`config.mk`:
```
export PLATFORM = sky130hd
export DESIGN_NAME = subtractor_32bit_serial
export DESIGN_NICKNAME = d
export VERILOG_FILES = /design/src/rtl/subtractor_32bit_serial.sv
export SDC_FILE = /design/constraint.sdc
export NUM_CORES = 1
export LEC_CHECK = 0
export BUFFER_PORTS_ARGS = -buffer_cell sky130_fd_sc_hd__buf_2
export CORE_MARGIN = 4
export CORE_UTILIZATION = 45
export DETAILED_ROUTE_END_ITERATION = 10
export PLACE_DENSITY = 0.68
export SYNTH_ARGS = -nofsm -noshare
export SYNTH_HDL_FRONTEND = slang
export SYNTH_SLANG_ARGS = --single-unit
```
`constraint.sdc`:
```
create_clock -name clk -period 4.5 [get_ports clk]
set_input_delay 0.225 -clock clk [delete_from_list [all_inputs] [get_ports clk]]
set_output_delay 0.225 -clock clk [all_outputs]
set_load 0.02 [all_outputs]
```
`src/rtl/subtractor_32bit_serial.sv`:
```
// ---------------------------------------------------------------------------
// subtractor_32bit_serial
//   Slice-serial unsigned subtractor: diff = (a - b) mod 2^WIDTH, computed one
//   SLICE-bit slice per clock, LSB slice first. A single slice subtractor is
//   reused for every slice; the borrow ripples between slices through br_q.
//
// Ports
//   clk        rising-edge clock
//   rst        asynchronous active-high reset
//   in_valid   operands a/b valid          in_ready   high only in IDLE
//   a, b       minuend / subtrahend (WIDTH bits, unsigned)
//   out_valid  diff/borrow/zero valid      out_ready  consumer accepts result
//   diff       (a - b) mod 2^WIDTH
//   borrow     1 iff a < b
//   zero       1 iff diff == 0
// ---------------------------------------------------------------------------
module subtractor_32bit_serial #(
   parameter int WIDTH = 32,
   parameter int SLICE = 8
) (
   input  logic             clk,
   input  logic             rst,
   input  logic             in_valid,
   output logic             in_ready,
   input  logic [WIDTH-1:0] a,
   input  logic [WIDTH-1:0] b,
   output logic             out_valid,
   input  logic             out_ready,
   output logic [WIDTH-1:0] diff,
   output logic             borrow,
   output logic             zero
);

   localparam int NSLICE = WIDTH / SLICE;
   localparam int KW     = (NSLICE > 1) ? $clog2(NSLICE) : 1;
   localparam logic [KW-1:0] LAST = KW'(NSLICE - 1);

   typedef enum logic [1:0] {IDLE, BUSY, DONE} state_e;

   state_e             state_q;
   logic [KW-1:0]      k_q;
   logic               br_q;
   logic [WIDTH-1:0]   a_q, b_q, diff_q, diff_d;
   logic               borrow_q, zero_q;
   logic [SLICE-1:0]   a_s, b_s;
   logic [SLICE:0]     sub_d;
   logic               bo_d;

   // One shared slice subtractor; the extra MSB of the (SLICE+1)-bit result
   // goes to 1 exactly when a_s - b_s - br is negative.
   always_comb begin
      a_s    = a_q[int'(k_q)*SLICE +: SLICE];
      b_s    = b_q[int'(k_q)*SLICE +: SLICE];
      sub_d  = {1'b0, a_s} - {1'b0, b_s} - {{SLICE{1'b0}}, br_q};
      bo_d   = sub_d[SLICE];
      diff_d = diff_q;
      diff_d[int'(k_q)*SLICE +: SLICE] = sub_d[SLICE-1:0];
   end

   always_ff @(posedge clk or posedge rst) begin
      if (rst) begin
         state_q  <= IDLE;
         k_q      <= '0;
         br_q     <= 1'b0;
         a_q      <= '0;
         b_q      <= '0;
         diff_q   <= '0;
         borrow_q <= 1'b0;
         zero_q   <= 1'b0;
      end else begin
         case (state_q)
            IDLE: begin
               if (in_valid) begin
                  a_q     <= a;
                  b_q     <= b;
                  br_q    <= 1'b0;
                  k_q     <= '0;
                  state_q <= BUSY;
               end
            end
            BUSY: begin
               diff_q <= diff_d;
               br_q   <= bo_d;
               if (k_q == LAST) begin
                  // Final slice: publish borrow/zero from the completed word.
                  borrow_q <= bo_d;
                  zero_q   <= (diff_d == '0);
                  state_q  <= DONE;
               end else begin
                  k_q <= k_q + KW'(1);
               end
            end
            DONE: begin
               if (out_ready) state_q <= IDLE;
            end
            default: state_q <= IDLE;
         endcase
      end
   end

   // Handshake flags decode from state only: no input-to-output paths.
   assign in_ready  = (state_q == IDLE);
   assign out_valid = (state_q == DONE);
   assign diff      = diff_q;
   assign borrow    = borrow_q;
   assign zero      = zero_q;

endmodule

```
==> reports/qor.txt <==
Status = complete, no violations
Seq/Total Area, Yosys = 0.5089
Non-Filler Instances = 657
Setup_tns = 0 ns
Gpl congestion = 0.8504
Hold_sp = out_ready
DRT Wirelength = 11.62 mm
Synth area leaders = dfrtp_1 51%, mux2_2 15%, mux4_2 6.7%
Initial antenna violation count = 0
Count leader, synth = dfrtp_1
Clock Path Buffers = 2
# resized after CTS = 0
Synth Register Bits = 103
DR pass1 iterations = 4
Mean Syn Cell Area = 12.44 um^2
Area grow syn2layout = 19.10%
GRT overflow = 0
Top-Level Pins = 104
Mean number of vias per cell = 5.486
First-pass GRT wire length = 19.31 mm
R2R Path End = zero
Vias in the first global route = 3853
IO buf count = 103
Slew @ Worst Pin = 0.9448 ns
Max cap viols = 0
Period utilisation layout = 0.8236
Worst Skew = 0.01169 ns
Largest net degree at the start of global routing = 56
Critical path required time = 4.74 ns
Worst setup startpoint = k_q[1]
Worst reg2reg setup slack = 0.79 ns
Reg2reg start = k_q[1]
Yosys top cell area share = 0.5089
Async SR Flop Fraction = 1.000
Most used routing layer = met2
Critical path arrival = 3.95 ns
GR Util met1 = 0.2479
Clk root buf = clkbuf_16
Post-synth EDFFs = 0
Worst rel slew slack = 0.3701
Site row count = 38
Slew Viols, Final = 0
H-tree depth = 3
Crit path launch type = register
Yosys cell types = 47
CTS tree = yes
Die ar. = 13020 um^2
Cell Count Post-Placement = 640
Hpwl dp = 8.623 mm
DIE WIDTH = 114.1 um
FF-to-FF path depth = 10
Met3 Use GR = 0.04281
Post-Syn Area = 5065 um^2
Primary FF master, synth = dfrtp_1
Largest area contributor in the netlist = dfrtp_1
Synth cell count leaders = 103 x dfrtp_1, 66 x mux2_2, 35 x nand2_1, 29 x inv_1, 25 x o21ai_0
Diodes inserted = 0
Design Area, Final = 6032 um^2
Clock edge transition at the registers on the reported setup and hold paths = 0.08 ns
Crit Path Class = register to register
Initial core utilization = 0.4632
Hold Path Stages = 2
ANT nets after route = 0
Setup Viol. Count Final = 0
Tmin final = 3.706 ns
Vias = 3604
CP max FO = 22
DR DRC count = 0
CTS buffer count = 9
Layout cells sized above 1 = 0.4120
Fin nets = 600
WL/cell = 17.68 um
RSZ-0062 raised after global routing = no
Cells after synthesis = 407
Sink Count = 103
Die H = 114.1 um
Fin. Hold Viols = 0
Peak Freq = 269.8 MHz
Met2 Use GR = 0.3111
Hold Path End = state_q[1]
CORE AREA = 10940 um^2
Clk_lat worst skew = 0.35 ns
All-Layer GR Usage = 0.1859
Syn nets = 495
Endpoint class of the critical path = register
Initial DRC count = 172
Hold Path Class = input pin to register
Synth Warn # = 0
Dpl cell area = 5734 um^2
metrics by stage:
step	setup WS, ns	hold slack, ns	util
final	0.7940	0.08374	0.5516
after global routing	0.5830	0.09744	0.5516
after CTS	0.8034	0.07780	0.5516
after detailed placement	0.8380	0.3544	0.5244
after global placement	0.8810	0.3393	0.5244
after floorplan	0.8255	0.3326	-
cell families (layout without fill, tap and decap cells):
group                      after synthesis  in the layout  synth area share
xor gates and xnor gates                 4              4          0.008401
buffers and inverters                   43            153           0.03236
DFF                                    103            103            0.5089
muxes                                   85             85            0.2213
AOI/OAI and AO/OA                       65             65           0.09042
adders and majority gates               20             20           0.05237
and+or+nand+nor                         87             87           0.08622
worst max path at each step:
stage | endpoint | slack [ns] | depth (start not counted)
floorplan | zero | 0.83 | 11
global placement | zero | 0.88 | 9
detailed placement | zero | 0.84 | 10
CTS | zero | 0.80 | 10
global route | zero | 0.58 | 10
finish | zero | 0.79 | 10
critical path, cell delays in order, from the launching register on:
cell and delay (ns):
dfrtp_1 0.96, mux4_2 0.41, inv_1 0.08, fa_1 0.20, inv_1 0.07, fa_1 0.43
a21boi_2 0.26, nor2_1 0.09, xnor2_1 0.23, or4b_1 0.58, o41ai_2 0.29
state kept, by name (all words and copies together) (netlist names):
signal   count
a_q         32
b_q         32
diff        32
k_q          2
state_q      2
borrow       1
br_q         1
zero         1
layer usage:
metal,wire [um],vias up
met5,0,-
met4,160,0
met3,680,16
met2,5651,101
met1,5127,1800
li1,-,1687
layout by cell type (no fill, tap or decap), types with 2 or more instances in the layout:
cell type / n
a21oi_1: 5
a22o_1: 12
buf_2: 103
buf_4: 4
clkbuf_16: 9
clkinv_4: 2
dfrtp_1: 103
fa_1: 2
ha_1: 18
inv_1: 28
inv_6: 2
inv_8: 2
mux2_2: 66
mux2i_1: 4
mux4_2: 15
nand2_1: 35
nand2b_1: 5
nand3b_1: 3
nor2_1: 14
nor2b_1: 3
nor3_1: 5
nor4_1: 7
o211ai_1: 3
o21a_1: 4
o21ai_0: 25
o221ai_1: 3
o22ai_1: 3
or2_2: 2
or3_1: 3
or4_1: 3
xor2_1: 2
what timing repair did:
item | 4_1_cts | 5_1_grt
hold buffers | 1 | 0
buffers inserted | 0 | 0
endpoints found under the hold margin | 36 | 0
cell type report:
class / count / area [um^2]
Timing Repair Buffer: 108 / 555.5
Sequential cell: 103 / 2577
Tap cell: 140 / 175.2
Clock inverter: 7 / 62.56
Clock buffer: 9 / 225.2
Multi-Input combinational cell: 261 / 2325
Fill cell: 969 / 4903
Inverter: 29 / 111.4
Power is left out: the tool's default activity adds up to more than one toggle a clock period on the data nets, which glitch-free logic cannot reach.
